### config.mk
export PLATFORM = sky130hd
export DESIGN_NAME = fb_id_ex
export DESIGN_NICKNAME = d
export VERILOG_FILES = /design/src/rtl/fb_id_ex_pkg.sv /design/src/rtl/fb_hazard_detect.sv /design/src/rtl/fb_id_ex.sv
export SDC_FILE = /design/constraint.sdc
export NUM_CORES = 1
export LEC_CHECK = 0
export CAP_MARGIN = 10
export CORE_AREA = 2 2 139 141
export DETAILED_ROUTE_END_ITERATION = 16
export DIE_AREA = 0 0 141 143
export DONT_BUFFER_PORTS = 1
export MAX_ROUTING_LAYER = met4
export PLACE_DENSITY = 0.54
export SETUP_SLACK_MARGIN = 0.05
export SLEW_MARGIN = 15
export SYNTH_ARGS = -nofsm -noshare
export SYNTH_HDL_FRONTEND = slang
export SYNTH_HIERARCHICAL = 1
export SYNTH_SLANG_ARGS = --single-unit
### constraint.sdc
create_clock -name clk -period 2.8 [get_ports clk]
set_input_delay 0.84 -clock clk [delete_from_list [all_inputs] [get_ports clk]]
set_output_delay 0.84 -clock clk [all_outputs]
set_load 0.05 [all_outputs]
### src/rtl/fb_id_ex_pkg.sv
// Shared encodings for the Firebird ID/EX stage: opcodes, ALU op classes
// and the 10-bit control bundle produced by fb_cu.
package fb_id_ex_pkg;

   localparam int CTRL_W = 10;

   typedef enum logic [6:0] {
      OP_R      = 7'b0110011,
      OP_I      = 7'b0010011,
      OP_LOAD   = 7'b0000011,
      OP_STORE  = 7'b0100011,
      OP_BRANCH = 7'b1100011,
      OP_JAL    = 7'b1101111,
      OP_JALR   = 7'b1100111
   } opcode_e;

   typedef enum logic [1:0] {
      ALU_OP_ADD    = 2'b00,
      ALU_OP_BRANCH = 2'b01,
      ALU_OP_FUNCT  = 2'b10,
      ALU_OP_IMM    = 2'b11
   } alu_op_e;

   // Field order fixes the packed layout; an all-zero value is a safe bubble.
   typedef struct packed {
      logic [1:0] alu_op;
      logic       alu_src;
      logic       alu_res_src;
      logic       mem_read;
      logic       mem_write;
      logic       branch;
      logic       mem_to_reg;
      logic       reg_write;
      logic       jalr_en;
   } ctrl_t;

endpackage

### src/rtl/fb_hazard_detect.sv
// Load-use hazard detection between the ID instruction and a load in EX.
// Purely combinational so forwarding logic can reuse it.
module fb_hazard_detect (
   input  logic       id_valid,
   input  logic [4:0] id_rs1,
   input  logic [4:0] id_rs2,
   input  logic       id_uses_rs1,
   input  logic       id_uses_rs2,
   input  logic       ex_valid,
   input  logic       ex_mem_read,
   input  logic [4:0] ex_rd,
   output logic       hazard
);

   logic rs1_match;
   logic rs2_match;

   assign rs1_match = id_uses_rs1 && (id_rs1 == ex_rd);
   assign rs2_match = id_uses_rs2 && (id_rs2 == ex_rd);

   // x0 is never really written, so a load to x0 cannot create a dependency.
   assign hazard = id_valid && ex_valid && ex_mem_read && (ex_rd != 5'd0)
                   && (rs1_match || rs2_match);

endmodule

### src/rtl/fb_id_ex.sv
// ID/EX pipeline register with load-use bubble insertion, flush handling,
// EX back-pressure and saturating stall/flush event counters.
module fb_id_ex
   import fb_id_ex_pkg::*;
#(
   parameter int XLEN  = 32,
   parameter int CNT_W = 16
) (
   input  logic             clk,
   input  logic             rst_n,
   input  logic             id_valid,
   input  logic [XLEN-1:0]  id_pc,
   input  logic [XLEN-1:0]  id_rs1_data,
   input  logic [XLEN-1:0]  id_rs2_data,
   input  logic [XLEN-1:0]  id_imm,
   input  logic [4:0]       id_rs1,
   input  logic [4:0]       id_rs2,
   input  logic [4:0]       id_rd,
   input  logic             id_uses_rs1,
   input  logic             id_uses_rs2,
   input  logic [2:0]       id_funct3,
   input  logic             id_funct7_5,
   input  logic [1:0]       id_alu_op,
   input  logic             id_alu_src,
   input  logic             id_alu_res_src,
   input  logic             id_mem_read,
   input  logic             id_mem_write,
   input  logic             id_branch,
   input  logic             id_mem_to_reg,
   input  logic             id_reg_write,
   input  logic             id_jalr_en,
   input  logic             flush,
   input  logic             ex_stall,
   output logic             ex_valid,
   output logic [XLEN-1:0]  ex_pc,
   output logic [XLEN-1:0]  ex_rs1_data,
   output logic [XLEN-1:0]  ex_rs2_data,
   output logic [XLEN-1:0]  ex_imm,
   output logic [4:0]       ex_rs1,
   output logic [4:0]       ex_rs2,
   output logic [4:0]       ex_rd,
   output logic [2:0]       ex_funct3,
   output logic             ex_funct7_5,
   output logic [1:0]       ex_alu_op,
   output logic             ex_alu_src,
   output logic             ex_alu_res_src,
   output logic             ex_mem_read,
   output logic             ex_mem_write,
   output logic             ex_branch,
   output logic             ex_mem_to_reg,
   output logic             ex_reg_write,
   output logic             ex_jalr_en,
   output logic             hold_id,
   output logic [CNT_W-1:0] stall_cnt,
   output logic [CNT_W-1:0] flush_cnt
);

   ctrl_t             id_ctrl;
   ctrl_t             ex_ctrl;
   logic [CTRL_W-1:0] ctrl_q;
   logic              flush_pending;
   logic              flush_eff;
   logic              hazard;

   assign id_ctrl = '{alu_op:      id_alu_op,
                      alu_src:     id_alu_src,
                      alu_res_src: id_alu_res_src,
                      mem_read:    id_mem_read,
                      mem_write:   id_mem_write,
                      branch:      id_branch,
                      mem_to_reg:  id_mem_to_reg,
                      reg_write:   id_reg_write,
                      jalr_en:     id_jalr_en};

   assign ex_ctrl        = ctrl_t'(ctrl_q);
   assign ex_alu_op      = ex_ctrl.alu_op;
   assign ex_alu_src     = ex_ctrl.alu_src;
   assign ex_alu_res_src = ex_ctrl.alu_res_src;
   assign ex_mem_read    = ex_ctrl.mem_read;
   assign ex_mem_write   = ex_ctrl.mem_write;
   assign ex_branch      = ex_ctrl.branch;
   assign ex_mem_to_reg  = ex_ctrl.mem_to_reg;
   assign ex_reg_write   = ex_ctrl.reg_write;
   assign ex_jalr_en     = ex_ctrl.jalr_en;

   fb_hazard_detect u_hazard (
      .id_valid    (id_valid),
      .id_rs1      (id_rs1),
      .id_rs2      (id_rs2),
      .id_uses_rs1 (id_uses_rs1),
      .id_uses_rs2 (id_uses_rs2),
      .ex_valid    (ex_valid),
      .ex_mem_read (ex_mem_read),
      .ex_rd       (ex_rd),
      .hazard      (hazard)
   );

   assign flush_eff = flush || flush_pending;

   // A flushed ID instruction is discarded, so its hazard must not freeze IF/ID.
   assign hold_id = rst_n && (ex_stall || (hazard && !flush_eff));

   always_ff @(posedge clk or negedge rst_n) begin
      if (!rst_n) begin
         ex_valid      <= 1'b0;
         ctrl_q        <= '0;
         ex_pc         <= '0;
         ex_rs1_data   <= '0;
         ex_rs2_data   <= '0;
         ex_imm        <= '0;
         ex_rs1        <= '0;
         ex_rs2        <= '0;
         ex_rd         <= '0;
         ex_funct3     <= '0;
         ex_funct7_5   <= 1'b0;
         flush_pending <= 1'b0;
         stall_cnt     <= '0;
         flush_cnt     <= '0;
      end else if (ex_stall) begin
         // EX is frozen; remember a flush so it is applied once EX frees up.
         if (flush) flush_pending <= 1'b1;
      end else if (flush_eff) begin
         ex_valid      <= 1'b0;
         ctrl_q        <= '0;
         flush_pending <= 1'b0;
         if (flush_cnt != '1) flush_cnt <= flush_cnt + CNT_W'(1);
      end else if (hazard) begin
         ex_valid <= 1'b0;
         ctrl_q   <= '0;
         if (stall_cnt != '1) stall_cnt <= stall_cnt + CNT_W'(1);
      end else begin
         ex_valid    <= id_valid;
         ctrl_q      <= id_valid ? id_ctrl : '0;
         ex_pc       <= id_pc;
         ex_rs1_data <= id_rs1_data;
         ex_rs2_data <= id_rs2_data;
         ex_imm      <= id_imm;
         ex_rs1      <= id_rs1;
         ex_rs2      <= id_rs2;
         ex_rd       <= id_rd;
         ex_funct3   <= id_funct3;
         ex_funct7_5 <= id_funct7_5;
      end
   end

endmodule

# ---- Yosys cells after proc, flatten, opt, wreduce, memory -nomap -nowiden
# Cells that the tools add are included.
dict set report totals {
  elab_cells 50
  inputBits 164
  reg_bits 191
  out_inout_bits 191
}
dict set report classes {
  bitwise 3
  reduce_logical 18
  n_mux 8
  n_eq_ne 5
  addsub 2
}
# op n
set ops {}
lappend ops {{$add 16x1->16 const B} 2}
lappend ops {{$ne 16x16->1 const B} 2}
lappend ops {{$mux 10} 3}
lappend ops {{$eq 5x5->1} 2}
lappend ops {{$logic_and 1x1->1} 8}
lappend ops {{$reduce_and 3->1} 2}
lappend ops {{$mux 1} 5}
lappend ops {{$reduce_bool 5->1} 1}
lappend ops {{$reduce_and 4->1} 1}
lappend ops {{$logic_or 1x1->1} 3}
lappend ops {{$not 1->1} 3}
lappend ops {{$ne 2x2->1 const B} 1}
lappend ops {{$reduce_and 2->1} 1}
lappend ops {{$reduce_bool 2->1} 1}
lappend ops {{$logic_not 1->1} 1}

# ---- Depth between registers and ports, before layout
# Gate-level depths: netlist of run 1.
dict set report logic_depth {
  depth_word 7
  ltp_mapped 8
  mapped_depth_nobuf 8
}

# ---- Cells and area by module
# Netlist of run 1, hierarchy kept.
# mod n_inst cells_each area_each_um2 seq_area_each_um2
set by_module_without_submodules {}
lappend by_module_without_submodules {fb_id_ex 1 490 7544.7 4779.6}
lappend by_module_without_submodules {fb_hazard_detect 1 17 131.4 0.0}

# ---- Least setup slack after synthesis of run 1
# No wires, ideal clock.
dict set report synth_path {
  path_kind {in2out}
  startpoint {in id_rs1[0]}
  endpoint {out hold_id}
  path_stages 6
  path_slack_ns -0.382
  n_path_buf 0
  arrival_ns 2.342
  required_ns 1.960
  cell_sequence {xor2_1 > nor4_1 > nand3_1 > a21oi_1 > o21ai_0 > nor2_1}
}
dict set report synth_via {
  elab_chain_len 7
}
# element line_no
set synth_rtl {}
lappend synth_rtl {{start: declaration} fb_id_ex.sv:16} ;# input logic [4:0] id_rs1,
lappend synth_rtl {{$eq 5x5->1} fb_hazard_detect.sv:18} ;# assign rs1_match = id_uses_rs1 && (id_rs1 == ex_rd);
lappend synth_rtl {{$logic_and 1x1->1} fb_hazard_detect.sv:18}
lappend synth_rtl {{$logic_or 1x1->1} fb_hazard_detect.sv:23} ;# && (rs1_match || rs2_match);
lappend synth_rtl {{$logic_and 1x1->1} fb_hazard_detect.sv:23}
lappend synth_rtl {{via hazard} fb_id_ex.sv:63} ;# logic hazard;
lappend synth_rtl {{$logic_and 1x1->1} fb_id_ex.sv:101} ;# assign hold_id = rst_n && (ex_stall || (hazard && !flush_eff));
lappend synth_rtl {{$logic_or 1x1->1} fb_id_ex.sv:101}
lappend synth_rtl {{$logic_and 1x1->1} fb_id_ex.sv:101}
lappend synth_rtl {{end: declaration} fb_id_ex.sv:53} ;# output logic hold_id,
# The timed path passes the listed nets, and every way through them passes these cells.

# ---- Worst setup path after layout of run 1
dict set report layout_path {
  startpoint {reg ex_rd[2]}
  endpoint {out hold_id}
}
dict set report layout_via {
  elab_chain_len 7
}
# element line_no
set layout_rtl {}
lappend layout_rtl {{start: declaration} fb_id_ex.sv:41} ;# output logic [4:0] ex_rd,
lappend layout_rtl {{start signal: assignment} fb_id_ex.sv:140} ;# ex_rd <= id_rd;
lappend layout_rtl {{$eq 5x5->1 (on tied branches)} {fb_hazard_detect.sv:18, fb_hazard_detect.sv:19}}
lappend layout_rtl {{$logic_and 1x1->1 (on tied branches)} {fb_hazard_detect.sv:18, fb_hazard_detect.sv:19}}
lappend layout_rtl {{$logic_or 1x1->1} fb_hazard_detect.sv:23}
lappend layout_rtl {{$logic_and 1x1->1 (*)} fb_hazard_detect.sv:23}
lappend layout_rtl {{via hazard} fb_id_ex.sv:63}
lappend layout_rtl {{$logic_and 1x1->1 (*)} fb_id_ex.sv:101}
lappend layout_rtl {{$logic_or 1x1->1 (*)} fb_id_ex.sv:101}
lappend layout_rtl {{$logic_and 1x1->1 (*)} fb_id_ex.sv:101}
# Mark *: on every way through the listed nets, which the timed path passes. The rest lies on a longest branch.

==> results of run 1 <==
-- flip-flops by register name, indices dropped and copies added (netlist names) --
signal / flops
ex_funct3: 3
ex_rs2_data: 32
ex_rs1_data: 32
flush_pending: 1
ctrl_q: 10
ex_funct7_5: 1
ex_rs1: 5
flush_cnt: 16
ex_valid: 1
ex_rs2: 5
ex_imm: 32
stall_cnt: 16
ex_pc: 32
ex_rd: 5
-- stage by stage --
step                      setup WS [ps]  instance area [um2]  power, mW
final                            -297.7                 8830      8.289
after CTS                        -365.2                 8742      8.370
after floorplan                   19.80                 7691      5.704
after global routing             -393.4                 8830      8.626
after detailed placement         -335.3                 8159      6.037
after global placement           -362.4                 8159      6.002
-- kinds of logic (layout without fill, tap and decap cells) --
| logic type | Yosys count | after routing | share of synthesized area (%) |
|---|---|---|---|
| buffers and inverters | 22 | 70 | 1.809 |
| flip-flops | 191 | 191 | 62.27 |
| XOR/XNOR | 33 | 33 | 3.765 |
| AND/OR/NAND/NOR | 73 | 73 | 6.341 |
| adder cells (fa/ha/maj) | 2 | 2 | 0.3259 |
| multiplexers | 153 | 153 | 22.43 |
| AO/OA/AOI/OAI | 33 | 33 | 3.064 |
-- worst max path at each step --
stage              end  cells past startpoint
6_report       hold_id                      9
5_1_grt        hold_id                      9
4_1_cts        hold_id                      9
3_5_place_dp   hold_id                      8
3_3_place_gp   hold_id                      8
2_1_floorplan  hold_id                      6
-- per-layer routing --
metal / GRT usage (%) / wire length [um]
met1: 18.36 / 6199
met2: 29.86 / 9523
met3: 7.545 / 1676
met4: 5.842 / 242
met5: - / 0
-- power breakdown --
group,internal [mW],switching [mW]
clock network,1.19,1.11
logic,0.457,0.432
registers,3.19,1.91
-- cell usage after synthesis, drive strengths merged --
| library cell | count |
|---|---|
| dfrtp | 191 |
| mux2 | 152 |
| xor2 | 21 |
| buf | 18 |
| nand2 | 12 |
| nand4 | 12 |
| xnor2 | 12 |
| nand3 | 11 |
| a22o | 10 |
| a21oi | 8 |
| nor4 | 8 |
| and3 | 6 |
| and4 | 6 |
| nor2 | 5 |
| nor3 | 5 |
| and2 | 4 |
| a31oi | 3 |
| o21ai | 3 |
| a211oi | 2 |
| clkbuf | 2 |
| ha | 2 |
| inv | 2 |
| nor4b | 2 |
| o2111ai | 2 |
| a21o | 1 |
| a41oi | 1 |
| mux2i | 1 |
| nand2b | 1 |
| o21a | 1 |
| o21ba | 1 |
| o21bai | 1 |
| or4 | 1 |
-- worst register-to-register path: stages, from the launching register on --
cell     delay [ps]
dfrtp_1         410
buf_12          170
xor2_4          160
nor4_4          310
buf_4           160
nand3_2          60
a21oi_2         180
buf_4           150
nor4b_4         350
and3_4          280
nand4_1         120
xnor2_1         180
-- layout make-up --
class | instances | area [um2]
Inverter | 2 | 7.507
Clock inverter | 13 | 125.1
Sequential cell | 191 | 4780
Timing Repair Buffer | 37 | 347.8
Multi-Input combinational cell | 294 | 2838
Fill cell | 1644 | 9751
Tap cell | 234 | 292.8
Clock buffer | 18 | 439.2
-- repair_timing --
action	4_1_cts	5_1_grt
pin swaps	1	9
resized for setup	4	9
endpoints found under the setup margin	165	153
buffers inserted	0	4
==> results summary, run 1 <==
The later pin in the worst-skew pair is clocked with a latency of 420 ps. After detailed routing, the number of remaining DRC violations is 0. The tightest min-delay check is of the in -> async type. The number of pins exceeding their max-slew limit in the final report is 0.

The worst clock skew on the final layout is 10.78 ps. At the end of the flow the core is filled with cells to 47.52%. The number of cells on the worst reg-to-reg path is 11. Wires add up to 17.64 mm. The worst register-to-register path begins at ex_rd[2].

The wire length of the first global-routing pass came out at 26.13 mm. The worst hold slack across all endpoints came out at 106.9 ps. The total core area came out at 18,580 um2. The number of nets in the finished design came out at 709. The final setup TNS came out at -297.7 ps. The total of max-cap violations came out at 0.

The worst setup path startpoint is ex_rd[2]. The worst register-to-register path ends at stall_cnt[12]. The maximum clock rate is 0.3228 GHz. Counting every instance in the synthesized netlist gives 507. Setup repair after global routing could not meet its margin everywhere. The root buffer cell is clkbuf_16. The count of antenna-violating nets left after detailed routing came out at 0. The via count of the first global-routing pass is 4,594. The setup path with the least slack is of type reg -> out.

The count of buffers inserted at the top-level ports came out at 0. The net count of the mapped netlist came out at 673. The worst setup path is launched from a flip-flop. The flop and latch count out of synthesis is 191. The global route total overflow came out at 0. During synthesis, Yosys emitted a total of 6 warnings. The critical path goes through buf_12 -> xor2_4 -> nor4_4 -> buf_4 -> nand3_2 -> a21oi_2 -> o21ai_2 -> nor2_4 -> buf_12. For this run, the number of standard cells in the final layout without fillers is 789. In the final layout, the share of cells above drive strength 1 is 34.23%.

The largest net degree at the start of global routing is 193. The die height came out at 143 um. The synthesis-to-finish area growth is 15.03%. dfrtp_1 takes more of the synthesized area than any other cell. The sequential fraction of the synthesis area came out at 62.27%. The clock drives 191 sinks. The via count of the routed design is 4,350. The global placer's final weighted congestion is 0.8615.

In the global route stage, overall resource usage came out at 17.52%. In this run the power density over the cells is 938.8 nW/um2. The post-synthesis instance area came out at 7676 um2.

In this run the worst path has a maximum fanout of 4. The number of buffers and inverters on the critical path is 3. In the layout the commonest cells are dfrtp_1 (191), mux2_2 (104), mux2_1 (48), buf_4 (30), xor2_1 (20). The count of hold-fix buffers inserted at cts came out at 0. For flop-to-flop paths, the worst setup slack is 130 ps. The number of placement rows is 50. The cell class contributing the biggest share of worst-path delay is simple AND/OR/NAND/NOR gates. The most numerous cell type found on the critical path is buf_12. After synthesis, the cell types taking the most area are dfrtp_1 (62%), mux2_2 (15%), mux2_1 (7.0%).

The final period utilization came out at 110.6%. The hold violation total from the final report came out at 0. Leaving out fill and tap cells, the most frequent cell in the layout is dfrtp_1. The final reports fail on negative setup slack. The critical-path cell with the highest stage delay is dfrtp_1.

The starting density of the core is 41.31%. Summed over all cells, the static leakage comes to 3.797 nW. The number of failing setup endpoints in the final timing report is 1. The DRC violation total after the first TritonRoute iteration came out at 149. The detail-routed via count per cell is 5.513. The endpoint required time on the critical path is 1960 ps.

The buffer depth of the longest clock path is 2. The flow ran to the end, but the final reports show violations. The fraction of post-synthesis cell area in the top cell type by area came out at 62.27%. A synthesized cell averages 15.14 um2. The first TritonRoute pass finished after 4 iterations. The slew at the pin with the worst max-slew slack is 633.8 ps. The deepest level of the CTS H-tree is 4. After legalization and detailed placement, the total HPWL measured 13.10 mm. The horizontal die dimension is 141 um.

The area of the die is 20,160 um2. TritonCTS built the clock tree. The data arrival time of the critical path is 2260 ps. The worst setup path is captured at a primary output. VDD sags by at most 0.4007 mV. The worst path in the final design needs a cycle of 3098 ps, including I/O delays and setup. Clock-pin slew was measured on the worst setup and hold paths at 70 ps. The number of antenna violations at the first check in global routing came to 0. 355 I/O pins were placed.

The highest cell delay on the worst timing path came out at 410 ps. The worst setup margin is -297.7 ps. The number of library cell types mapped by synthesis came out at 44. The repair_antennas step left the layout with diodes totalling 0. Headroom to the max-slew limit came out at 57.75%. The routed wire length per instance is 22.36 um. The number of CTS-inserted buffers is 17. After detailed placement, the design holds a cell count of 754.
Note: power is estimated with default switching activity, not from simulation.
==> inputs of run 2 (changes only) <==
--- a/config.mk
+++ b/config.mk
@@ -6,12 +6,12 @@
 export NUM_CORES = 1
 export LEC_CHECK = 0
 export CAP_MARGIN = 10
-export CORE_AREA = 2 2 139 141
+export CORE_AREA = 2 2 136 138
 export DETAILED_ROUTE_END_ITERATION = 16
-export DIE_AREA = 0 0 141 143
+export DIE_AREA = 0 0 138 140
 export DONT_BUFFER_PORTS = 1
 export MAX_ROUTING_LAYER = met4
-export PLACE_DENSITY = 0.54
+export PLACE_DENSITY = 0.56
 export SETUP_SLACK_MARGIN = 0.05
 export SLEW_MARGIN = 15
 export SYNTH_ARGS = -nofsm -noshare
==> constraint.sdc (replaced) <==
create_clock -name clk -period 3.7 [get_ports clk]
set_input_delay 1.11 -clock clk [delete_from_list [all_inputs] [get_ports clk]]
set_output_delay 1.11 -clock clk [all_outputs]
set_load 0.05 [all_outputs]
==> run 2 against run 1 <==
Net effect: critical endpoint unchanged; sequential cell count stayed put; the flow now finishes without violations; non-clock buffer count is 27 lower; highest routed layer unchanged; power is 24% lower.
==> results summary, run 2 (synthesis gave the netlist of run 1 again) <==
The critical-path maximum fanout is 2. The final-layout fill cell count is 1,592. At the end of the flow the core is filled with cells to 48.06%. After detailed routing, the average wire length per cell comes to 23.09 um. After detailed routing, the total wire length is 17.55 mm. The area of the die is 19,320 um2. The total of max-cap violations came out at 0. The flow ran to the end, and the final reports show no timing, DRC or antenna violations. The global placer's final weighted congestion came out at 0.8051. For this run, design rule violations remaining after detail routing come to 0. Leaving out fill and tap cells, the most frequent cells in the layout are dfrtp_1 (191), mux2_2 (104), mux2_1 (48), xor2_1 (21), clkbuf_16 (17).

The cell sitting at the root of the clock tree is a clkbuf_16. The worst pin sits at a relative slew slack of 56.97%. Grouping stages by cell kind, the critical path spends the most delay in simple AND/OR/NAND/NOR gates.

Counting buffers and inverters, the worst setup path is 7 cells deep. The cell leakage power is 3.643 nW. The number of antenna violations at the first check in global routing is 2. The overall power after layout is 6.270 mW.

Gates resized during post-CTS repair numbered 0. The clock insertion delay at the later pin of the skew report came out at 420 ps. The hold violation total from the final report came out at 0.

The slew at the pin with the worst max-slew slack is 645.5 ps. The number of buffers and inverters on the critical path is 1. The clock period could shrink to 3464 ps.

For this configuration, the core starts out at a cell density of 43.17%. The die is 140 um tall. The number of pins exceeding their max-slew limit in the final report is 0. Hold is met by 372.5 ps. The worst setup slack for register-to-register paths is 780 ps.

The library cell used most frequently in the layout, excluding fill and tap cells, is dfrtp_1. The number of placement rows is 49. For this run, the slowest stage of the critical path takes 290 ps. STA classifies the critical path startpoint as an input pin. The power per cell area came out at 733.8 nW/um2. The via count of the routed design is 4,180. The via count of the first global-routing pass came out at 4,433.

The I/O pin count came out at 355. Between clock sinks in the finished design, the worst skew comes to 12.51 ps. The clock passes through at most 2 buffers. The H-tree generated during clock tree synthesis spans 4 levels.

The largest net degree at the start of global routing is 193. The count of buffers added by post-CTS timing repair for setup came out at 0. The worst hold path belongs to the class in -> async. In this run the standard cell core region covers 17,780 um2. The wire length of the first global-routing pass is 26.78 mm. The number of cells on the worst reg-to-reg path is 7.

The number of nets in the finished design came out at 682. Setup repair after global routing left no endpoint under its margin. The detail-routed via count per cell is 5.500.

TritonCTS built the clock tree. Hold repair after CTS inserted 0 buffers. The share of cells above drive strength 1 came out at 29.68%. The number of CTS-inserted buffers came out at 17. The number of clock sinks is 191. The count of buffers inserted at the top-level ports is 0.

The detailed-router iteration count before antenna repair is 4. The critical-path cell with the highest stage delay is nor4_1. The die is 138 um wide.

In the final timing run, aggregate negative setup slack is 0 ps. The worst-case vdd ir drop is 0.3107 mV. The worst setup path is of the in -> out kind. Clock-pin slew was measured on the worst setup and hold paths at 80 ps. The final period utilization came out at 93.63%. The area growth from synthesis to layout is 11.31%.

The endpoint required time on the critical path came out at 2590 ps. The number of failing setup endpoints in the final timing report came out at 0. Once detail routing completed, the nets flagged for antenna violations numbered 0. The detailed-placement wirelength estimate came out at 12.99 mm. The signal on the critical path passes through xor2_1 -> nor4_1 -> nand3_1 -> a21oi_2 -> o21ai_0 -> nor2_2 -> buf_12. Based on the critical path, the design can be clocked at up to 0.2887 GHz.

The detailed router finished its first iteration with 175 violations. STA classifies the critical path endpoint as a primary output. The data arrival time of the critical path is 2350 ps. The global route total overflow is 0.

The global-route total usage across every layer came out at 18.50%.
[run 2: changes by cell type in the layout (fill, tap and decap cells not counted), moves of 2 or more]
cell / change
clkinvlp_4: +2
buf_12: -3
buf_4: -22
clkinv_4: -2
buf_6: -2
diode_2: +2
[run 2: final timing paths]
kind,start,to
min,rst_n,ex_imm[21]
max in group asynchronous,rst_n,ctrl_q[3]
max reg2reg,ex_rd[3],ex_funct3[1]
min in group clk,ex_rd[0],ex_rd[0]
min reg2reg,ex_rd[0],ex_rd[0]
max,id_rs1[0],hold_id
[run 2: power by group]
group / internal [mW] / switching [mW]
Clock: 0.977 / 0.840
Sequential: 2.41 / 1.54
Combinational: 0.295 / 0.209
[run 2: layer usage]
layer	GRT usage (%)	part of all wire, %	routed length (um)
met1	21.20	38	6582
met2	29.83	52	9076
met3	7.077	8.8	1537
met4	6.713	2.0	350
met5	-	0	0
[run 2: cell type report]
class                           instances  area (um2)  share of cell area (%)
Clock inverter                         13       150.1                   1.757
Tap cell                              229       286.5                   3.353
Antenna cell                            2       5.005                 0.05857
Inverter                                2       7.507                 0.08786
Sequential cell                       191        4780                   55.94
Timing Repair Buffer                   10       100.1                   1.171
Clock buffer                           19       442.9                   5.184
Multi-Input combinational cell        294        2773                   32.45
[run 2: through the flow]
stage	setup slack, ps	std cells	instance area (um2)
final	235.7	760	8544
after global routing	112.4	760	8544
after CTS	150.4	758	8536
after detailed placement	158.2	726	7943
after global placement	102.2	726	7943
after floorplan	181.8	507	7679
==> inputs of run 3 (changes only) <==
--- a/config.mk
+++ b/config.mk
@@ -5,13 +5,16 @@
 export SDC_FILE = /design/constraint.sdc
 export NUM_CORES = 1
 export LEC_CHECK = 0
+export ABC_AREA = 1
 export CAP_MARGIN = 10
-export CORE_AREA = 2 2 136 138
+export CELL_PAD_IN_SITES_DETAIL_PLACEMENT = 1
+export CELL_PAD_IN_SITES_GLOBAL_PLACEMENT = 2
+export CORE_ASPECT_RATIO = 0.5
+export CORE_UTILIZATION = 37
 export DETAILED_ROUTE_END_ITERATION = 16
-export DIE_AREA = 0 0 138 140
 export DONT_BUFFER_PORTS = 1
 export MAX_ROUTING_LAYER = met4
-export PLACE_DENSITY = 0.56
+export PLACE_DENSITY = 0.82
 export SETUP_SLACK_MARGIN = 0.05
 export SLEW_MARGIN = 15
 export SYNTH_ARGS = -nofsm -noshare
==> run 3 against run 2 <==
Net effect: register-to-register slack improved by 460 ps; die area increased by 19%; cell count increased by 76%; sequential power decreased by 5.6%.
==> results summary, run 3 <==
The worst path uses 94.01% of the clock period. In the routed layout, each cell is associated on average with a via count of 4.908. The final setup TNS is 0 ps.

Once placement completed, the tool counted placed cells totaling 1,304. The power per cell area is 654.5 nW/um2. Derived from the worst setup path, the maximum achievable clock frequency is 0.2875 GHz. For this design, the slowest cell found on the critical path is a21oi_2. The buffer depth of the longest clock path came out at 2. The count of flip-flops with a built-in enable after synthesis came out at 0.

Together, buffers and inverters on the worst path number 2. The number of nets handed over by synthesis was 1,202. The critical path is of the in -> out type. The gate count of the mapped netlist is 1,036. In the post-synthesis netlist, the cell with the most instances is nand2_1. Across every metal layer, demand over resource in global routing totals 22.69%.

Timing analysis after detailed placement gives a worst setup slack of 222.1 ps. Setup repair after global routing left no endpoint under its margin. Leaving out fill and tap cells, the most frequent cell in the layout is nand2_1. In this run, synthesis produced a sequential element count of 191. The type of the most critical hold path is in -> async. Counting distinct cell types in the post-synthesis netlist gives 24. Compared with the post-synthesis result, the final layout area differs by 9.818%. The floorplan step set the die width to 213.3 um. The count of buffers inserted at the top-level ports is 0. After synthesis, the mean cell area works out to 7.971 um2. The number of CTS-inserted buffers is 17. The global route total overflow came out at 0. The detailed-router iteration count before antenna repair is 4. The fraction of post-synthesis cell area in the top cell type by area came out at 57.88%.

The data arrival time of the critical path is 2370 ps. Ranked by total cell area, the synthesized netlist is headed by dfrtp_1 (58%), nand2_1 (28%), nand3_1 (2.6%). Traced cell by cell, the critical path runs through inv_1 -> nand2_1 -> nand2_1 -> nor2_1 -> nand3_1 -> a21oi_2 -> nor2_1 -> nor3b_2 -> buf_4. In the synthesized netlist the dominant register cell turns out to be dfrtp_1. The relative max-transition margin came out at 48.59%. dfrtp_1 takes more of the synthesized area than any other cell. Along the worst path, the maximum fanout reaches 3. The total of max-cap violations came out at 0.

The utilization of the core after routing came out at 41.65%. The area of the die is 22,960 um2. Entering global routing, the biggest net connects 193 pins. The starting density of the core is 37.92%.

The die height came out at 107.6 um. In the final layout, the share of cells above drive strength 1 is 7.046%. The DRC violation total after the first TritonRoute iteration is 422.

STA classifies the critical path endpoint as a primary output. The via count of the first global-routing pass came out at 7,058. On the worst path, the slowest cell contributes a delay of 260 ps. The region available for standard cell placement spans 21,780 um2.

The routed layout has 6,557 vias. The hold violation total from the final report came out at 0. In the final routed layout, each cell accounts on average for 18.34 um. The number of remaining DRC errors is 0.

The worst-case vdd ir drop is 0.2594 mV. The clock transition at the registers of the reported paths is 70 ps. TritonCTS built the clock tree. The number of placement rows came out at 38. In this run the remaining antenna-violating nets after routing total 0.

The count of hold-fix buffers inserted at cts came out at 0. The post-synthesis instance area came out at 8258 um2. For this run, the register share of the synthesized area comes to 57.88%. The worst setup margin came out at 221.6 ps. The top cell types in the final layout, fill and taps aside, are nand2_1 (610), dfrtp_1 (187), nor2_1 (45), nand3_1 (43), inv_1 (38). The I/O pin count is 355. For the finished layout, the period the worst path requires is 3478 ps. The worst setup path is launched from an input pin. The total routed wirelength is 24.50 mm. The deepest level of the CTS H-tree came out at 4. In the synthesized netlist, the cells that appear most often are nand2_1 (611), dfrtp_1 (191), nor2_1 (45). The final cell count without fillers is 1,336. The number of nets in the finished design came out at 1,189.

The number of clock sinks is 191. The slew at the pin with the worst max-slew slack is 771.2 ps. The endpoint required time on the critical path is 2590 ps.

The run finished with clean final reports. The clock insertion delay at the later pin of the skew report came out at 440 ps. The global placer's final weighted congestion is 0.8826. The number of pins exceeding their max-slew limit in the final report is 0. The root buffer cell is clkbuf_16. Summed over all cells, the static leakage comes to 4.763 nW.

The cell class contributing the biggest share of worst-path delay is simple AND/OR/NAND/NOR gates. The number of warnings reported in the yosys synthesis log is 6. The worst clock skew on the final layout came out at 11.10 ps. The antenna cell count is 0. The number of failing setup endpoints in the final timing report came out at 0. The detailed-placement wirelength estimate came out at 17.27 mm. Of all flip-flops after synthesis, the portion carrying an async set or reset was 100.0%. The wire length of the first global-routing pass came out at 38.46 mm. The number of antenna violations at the first check in global routing came out at 0.
-- run 3: timing repair --
item | 4_1_cts | 5_1_grt
cloned | 0 | 0
endpoints found under the hold margin | 0 | 0
setup endpoints to repair | 1 | 1
pin swaps | 0 | 0
resized for setup | 1 | 3
buffers inserted | 0 | 0
-- run 3: final timing paths --
path                       slack [ps]  cells after the start         endpoint           from
max                               220                      9          hold_id      id_rs2[4]
min                               360                      0    flush_cnt[14]          rst_n
max reg2reg                      1240                     11  ex_rs2_data[22]       ex_rd[4]
min reg2reg                       520                      2    flush_pending  flush_pending
max in group asynchronous        3070                      0        ex_imm[4]          rst_n
min in group clk                  520                      2    flush_pending  flush_pending
-- run 3: layout make-up --
type / count / area, um2
Fill cell: 2659 / 12710
Multi-Input combinational cell: 757 / 3099
Clock inverter: 10 / 77.57
Timing Repair Buffer: 8 / 85.08
Tap cell: 300 / 375.4
Inverter: 48 / 182.7
Clock buffer: 22 / 464.2
Sequential cell: 191 / 4785
-- run 3: power by group --
group / total (mW) / leakage (nW) / internal (mW) / switching (mW)
Combinational: 0.468 / 2.08 / 0.181 / 0.287
Clock: 1.74 / 0.262 / 0.905 / 0.834
Sequential: 3.73 / 2.42 / 2.36 / 1.37
Total: 5.94 / 4.76 / 3.45 / 2.49
-- run 3: cells by family (layout without fill, tap and decap cells) --
group / after synthesis / after routing / share of synthesized area, %
adder cells (fa/ha/maj): 2 / 2 / 0.3030
AO/OA/AOI/OAI: 10 / 10 / 0.6970
buffers and inverters: 88 / 88 / 4.742
AND/OR/NAND/NOR: 736 / 736 / 35.42
XOR/XNOR: 9 / 9 / 0.9545
flip-flops: 191 / 191 / 57.88
-- run 3: worst reg2reg max path, cell delays in order (launching register included) --
cell	delay, ps
dfrtp_2	570
inv_2	80
nand2_1	70
nand2_1	50
nor2_1	110
nand3_1	110
a21oi_2	260
nor2_1	150
nand2_4	120
buf_12	400
nand2_1	370
nand2_1	110
-- run 3: metrics by stage --
stage	cell area [um2]	hold WS (ps)	total power, mW
2_1_floorplan	8263	471.6	4.032
3_5_place_dp	8522	511.5	4.250
4_1_cts	9065	328.3	6.015
5_1_grt	9069	325.0	6.203
3_3_place_gp	8522	499.6	4.215
6_report	9069	362.4	5.935
-- run 3: routing by layer --
metal	GRT usage, %	routed length, um
met5	-	0
met4	9.337	672
met3	7.847	1588
met2	36.37	12220
met1	26.13	10030
==> patch 1: new RTL, flow settings as in run 1 <==
The parameter `XLEN` goes from 32 to 28.
--- a/src/rtl/fb_id_ex.sv
+++ b/src/rtl/fb_id_ex.sv
@@ -4,5 +4,5 @@
    import fb_id_ex_pkg::*;
 #(
-   parameter int XLEN  = 32,
+   parameter int XLEN  = 28,
    parameter int CNT_W = 16
 ) (
Interface: changed (8 resized); port bits go from 355 to 323. No check against the original RTL was run, so the function may have changed too.
==> patch 1 against run 1 <==
The run still ends with negative setup slack left; utilization is 1.5 points higher; area after synthesis is 7.9% lower; total power is 2.4% lower; routed wire length is 3.5% higher; sequential cell count is 16 lower; setup slack better by 110 ps; maximum frequency is 3.6% higher; cell area is 3.2% higher.
==> patch 1: results (changes against run 1) <==
stage;metric;value;unit;change
grt;grt_pass1_wl;23.6;mm;was 26.1 mm
power_and_ir_drop;combPwrFrac;14.0;%;was 10.7%
status;violations;negative setup slack;;unchanged
logic_synthesis;yosys-top-cells-count;175 x dfrtp_1, 120 x mux2_2, 24 x xor2_1;;was 191 x dfrtp_1, 104 x mux2_2, 48 x mux2_1
logic_synthesis;synth_cell_types;43;;was 44
cells_and_area;final_cells;777;;was 789
grt;grt_pass1_vias;4250;;was 4594
grt;grt.total_usage;15.6;%;was 17.5%
cells_and_area;nets;679;;was 709
routing;avgViaCountPerCell;5.39;;was 5.51
critical_path;crit_slowest_cell;or4_4;;was dfrtp_1
sta;fin_worst_skew;4.44;ps;was 10.8 ps
critical_path;critPathMaxStageDelay;520;ps;was 410 ps
placement;routabilityCongestion;0.784;;was 0.862
power_and_ir_drop;ir_drop;440;µV;was 401 µV
power_and_ir_drop;p_leak;0.00416;µW;was 0.00380 µW
clock_network;cts_resized;25;;was 4
sta;setup_ws;-189;ps;was -298 ps
grt;antenna_found_initial;1;;was 0
status;status;finished, violations left;;unchanged
placement;place_inst;720;;was 754
logic_synthesis;synthTopCellsByArea;dfrtp_1 62%, mux2_2 19%, xor2_1 3.0%;;was dfrtp_1 62%, mux2_2 15%, mux2_1 7.0%
critical_path;reg2reg_slack;60;ps;was 130 ps
critical_path;timing.rr.end;ex_rs2_data[23]$_DFFE_PN0P_;;was stall_cnt[12]$_DFFE_PN0P_
power_and_ir_drop;p_int;4910;µW;was 4840 µW
placement;dp_hpwl;11.3;mm;was 13.1 mm
sta;slew_headroom;57.4;%;was 57.7%
grt;grt_max_degree;177;;was 193
sta;setup_viol;1;;unchanged
==> patch 1: cell types whose count changed after synthesis, sizes merged, moves of 3 or more <==
cell	delta
nand4	-3
nand2	-5
mux2	-18
nor2	+3
nand3	+6
dfrtp	-16
xor2	+3
and3	-3
==> patch 1: layer usage <==
layer  GRT usage (%)  part of all wire (%)  vias to the layer above
li1                -                     -                     1812
met4            4.89                   1.2                        0
met5               -                     0                        -
met3            7.14                   8.7                       13
met2            26.1                    51                      190
met1            16.5                    40                     2170
==> patch 1: cell type report <==
type	instances	area, µm²
Inverter	2	7.51
Sequential cell	175	4380
Tap cell	234	293
Clock inverter	11	105
Clock buffer	21	470
Multi-Input combinational cell	274	3040
Fill cell	1581	9470
Timing Repair Buffer	59	817
Antenna cell	1	2.50
==> patch 1: worst reg2reg max path: stages, from the launching register on <==
cell and delay, ps:
dfrtp_1 410, buf_6 120, or4_4 520, o2111ai_2 220, a21oi_2 70, buf_4 150, nor4_4 280, buf_4 180
buf_12 150, clkbuf_16 210, mux2_4 310
==> patch 1: metrics by stage <==
step / instance area (µm²) / TNS, ps / worst slack (ps) / total power (µW)
floorplan: 7080 / -22.3 / -22.3 / 5200
global placement: 7580 / -820 / -132 / 5450
detailed placement: 7580 / -2440 / -213 / 5490
CTS: 8280 / -249 / -249 / 7860
global route: 9110 / -914 / -314 / 8400
finish: 9110 / -189 / -189 / 8090
==> patch 1: cells by family after synthesis <==
kind of cell / synth area share (%)
buffers and inverters: 1.82
multiplexers: 21.5
AO/OA/AOI/OAI: 2.94
AND/OR/NAND/NOR: 6.96
XOR/XNOR: 4.46
adder cells (fa/ha/maj): 0.354
flip-flops: 62.0
==> patch 2: new RTL, flow settings as in run 1 <==
Without the edit above. Put one more register stage on the output `stall_cnt`. The value now appears one clock later. The other outputs are not delayed to match.
--- a/src/rtl/fb_id_ex.sv
+++ b/src/rtl/fb_id_ex.sv
@@ -55,4 +55,6 @@
    output logic [CNT_W-1:0] flush_cnt
 );
+
+   logic [CNT_W-1:0] stall_cnt_s0;
 
    ctrl_t             id_ctrl;
@@ -115,5 +117,5 @@
          ex_funct7_5   <= 1'b0;
          flush_pending <= 1'b0;
-         stall_cnt     <= '0;
+         stall_cnt_s0  <= '0;
          flush_cnt     <= '0;
       end else if (ex_stall) begin
@@ -128,5 +130,5 @@
          ex_valid <= 1'b0;
          ctrl_q   <= '0;
-         if (stall_cnt != '1) stall_cnt <= stall_cnt + CNT_W'(1);
+         if (stall_cnt_s0 != '1) stall_cnt_s0 <= stall_cnt_s0 + CNT_W'(1);
       end else begin
          ex_valid    <= id_valid;
@@ -144,4 +146,8 @@
    end
 
+   always_ff @(posedge clk) begin
+      stall_cnt <= stall_cnt_s0;
+   end
+
 endmodule
 
Formal check against the unedited RTL: not equivalent (Yosys sat finds a counterexample within 4 cycles, from zero or initial values and one cycle with rst_n low).
==> patch 2 against run 1 <==
The flow still finishes with violations (negative setup slack); first-iteration DRC count shrank 42%; area after synthesis grew 5.4%; cell count grew 0.51%; cell area grew 3.5%; routed wire length grew 1.1%; total power grew 9.6%; sequential power grew 5.5%; sequential cell count grew 16; clock power grew 27%; setup slack gained 48 ps; worst hold slack lost 71 ps; critical path type unchanged; largest power group unchanged.
==> patch 2: results (changes against run 1) <==
stage;metric;value;unit;change
power_and_ir_drop;p_leak;0.00393;µW;was 0.00380 µW
grt;grt_max_degree;193;;unchanged
clock_network;cts_buffer_depth;3;;was 2
cells_and_area;drive_gt1_share;39.0;%;was 34.2%
grt;grt_pass1_vias;4644;;was 4594
routing;avgViaCountPerCell;5.44;;was 5.51
grt;antenna_found_initial;0;;unchanged
cells_and_area;n_antenna_cell;0;;unchanged
critical_path;cp_max_fo;3;;was 4
critical_path;critPathMaxStageDelay;550;ps;was 410 ps
logic_synthesis;synth_fp_nets;678;;was 673
logic_synthesis;synth_area_per_cell;15.8;µm²;was 15.1 µm²
sta;setup_ws;-250;ps;was -298 ps
cells_and_area;nets;709;;unchanged
grt;grt_pass1_wl;26.8;mm;was 26.1 mm
placement;io_buffers;0;;unchanged
clock_network;htree_num_levels;1;;was 4
logic_synthesis;synthArstFlopShare;92.3;%;was 100%
status;violations;negative setup slack;;unchanged
logic_synthesis;ys_warn_count;6;;unchanged
logic_synthesis;synth_cell_types;47;;was 44
clock_network;clk_pin_slew;60;ps;
clock_network;clk_latency;490;ps;was 420 ps
routing;vias;4313;;was 4350
placement;postPlaceCellArea;0.00830;mm²;was 0.00816 mm²
power_and_ir_drop;ir_drop;446;µV;was 401 µV
clock_network;ctsRootBufferMaster;clkbuf_16;;unchanged
worst_hold_path;min_path_type;input pin to asynchronous set/reset pin;;unchanged
sta;tightest_slew;606;ps;was 634 ps
sta;fin_worst_skew;17.3;ps;was 10.8 ps
critical_path;crit_slowest_cell;or4_1;;was dfrtp_1
clock_network;cts_buffers;22;;was 17
logic_synthesis;ys_seq_area_share;63.0;%;was 62.3%
sta;setup_viol;1;;unchanged
routing;drt_iter0_markers;87;;was 149
critical_path;arrival;2210;ps;was 2260 ps
placement;dp_hpwl;12.9;mm;was 13.1 mm
logic_synthesis;synthTopCellsByArea;dfrtp_1 59%, mux2_2 19%, dfxtp_1 4.0%;;was dfrtp_1 62%, mux2_2 15%, mux2_1 7.0%
placement;routabilityCongestion;0.742;;was 0.862
logic_synthesis;yosys-top-cells-count;191 x dfrtp_1, 138 x mux2_2, 20 x xnor2_1;;was 191 x dfrtp_1, 104 x mux2_2, 48 x mux2_1
status;status;finished, violations left;;unchanged
grt;grt.total_usage;17.5;%;about the same
routing;drt_pass1_iterations;4;;unchanged
routing;wl_per_cell;22.5;µm;was 22.4 µm
placement;place_inst;746;;was 754
sta;setup_tns;-250;ps;was -298 ps
[patch 2: changes by cell type after synthesis, moves of 4 or more]
cell / run 1 / this run
mux2_1: 48 / 11
mux2_2: 104 / 138
dfxtp_1: 0 / 16
buf_4: 13 / 1
buf_12: 0 / 10
xnor2_1: 12 / 20
a21oi_1: 8 / 3
buf_2: 5 / 1
buf_6: 0 / 4
nand2_1: 11 / 7
nand4_1: 12 / 8
[patch 2: layout make-up]
type | count | area [µm²]
fill | 1604 | 9450
sequential | 207 | 5100
multi-input combinational | 284 | 2740
clock buffer | 32 | 692
tap | 234 | 293
timing repair buffer | 26 | 249
clock inverter | 8 | 56.3
inverter | 2 | 7.51
[patch 2: logic make-up (layout without fill, tap and decap cells)]
kind of cell,after synthesis,after routing,synth area share [%]
multiplexers,149,149,20.7
AND/OR/NAND/NOR,73,73,5.95
buffers and inverters,21,68,3.56
AO/OA/AOI/OAI,22,22,2.30
adder cells (fa/ha/maj),2,2,0.309
flip-flops,207,207,63.0
XOR/XNOR,38,38,4.11
[patch 2: final timing paths]
path                            cells past startpoint                     endpoint  slack [ps]                          from
worst min-delay path                                0     flush_cnt[6]$_DFFE_PN0P_          40                         rst_n
min in group clk                                    0        stall_cnt[15]$_DFF_P_         440  stall_cnt_s0[15]$_DFFE_PN0P_
max in group asynchronous                           0  ex_rs2_data[14]$_DFFE_PN0P_        2370                         rst_n
worst min register to register                      0        stall_cnt[15]$_DFF_P_         440  stall_cnt_s0[15]$_DFFE_PN0P_
worst max register to register                      9     ex_funct3[1]$_DFFE_PN0P_         210          ex_rd[3]$_DFFE_PN0P_
worst max-delay path                                7                      hold_id        -250          ex_rd[3]$_DFFE_PN0P_
[patch 2: metal layers]
metal  global-route usage [%]  up-vias  share of wire [%]
met1                     19.4     2169                 37
li1                         -     1902                  -
met2                     30.5      221                 53
met4                     4.58        0                1.5
met5                        -        -                  0
met3                     5.87       21                9.3
[patch 2: repair_timing]
item / in CTS / in global routing
endpoints found under the setup margin: 48 / 1
pin swaps: 7 / 0
resized for setup: 5 / 0
buffers inserted: 7 / 0
hold buffers: 0 / 0
[patch 2: through the flow]
stage	setup WS, ps	hold slack [ps]
finish	-250	35.9
global route	-364	15.9
CTS	-313	15.0
detailed placement	-321	407
global placement	-300	409
floorplan	-58.9	387
[patch 2: worst max-delay path: cells and delay by family (launching register included)]
family | cells | cell delay [ps]
compound gates | 3 | 430
flops | 1 | 390
simple gates | 2 | 610
buf+inv | 2 | 290
[patch 2: report_power, final]
group | internal, µW | switching, µW | leakage (µW) | total [µW]
clock | 1730 | 1180 | 0.000374 | 2910
sequential | 3420 | 1970 | 0.00245 | 5380
combinational | 459 | 328 | 0.00111 | 787
total | 5610 | 3470 | 0.00393 | 9080
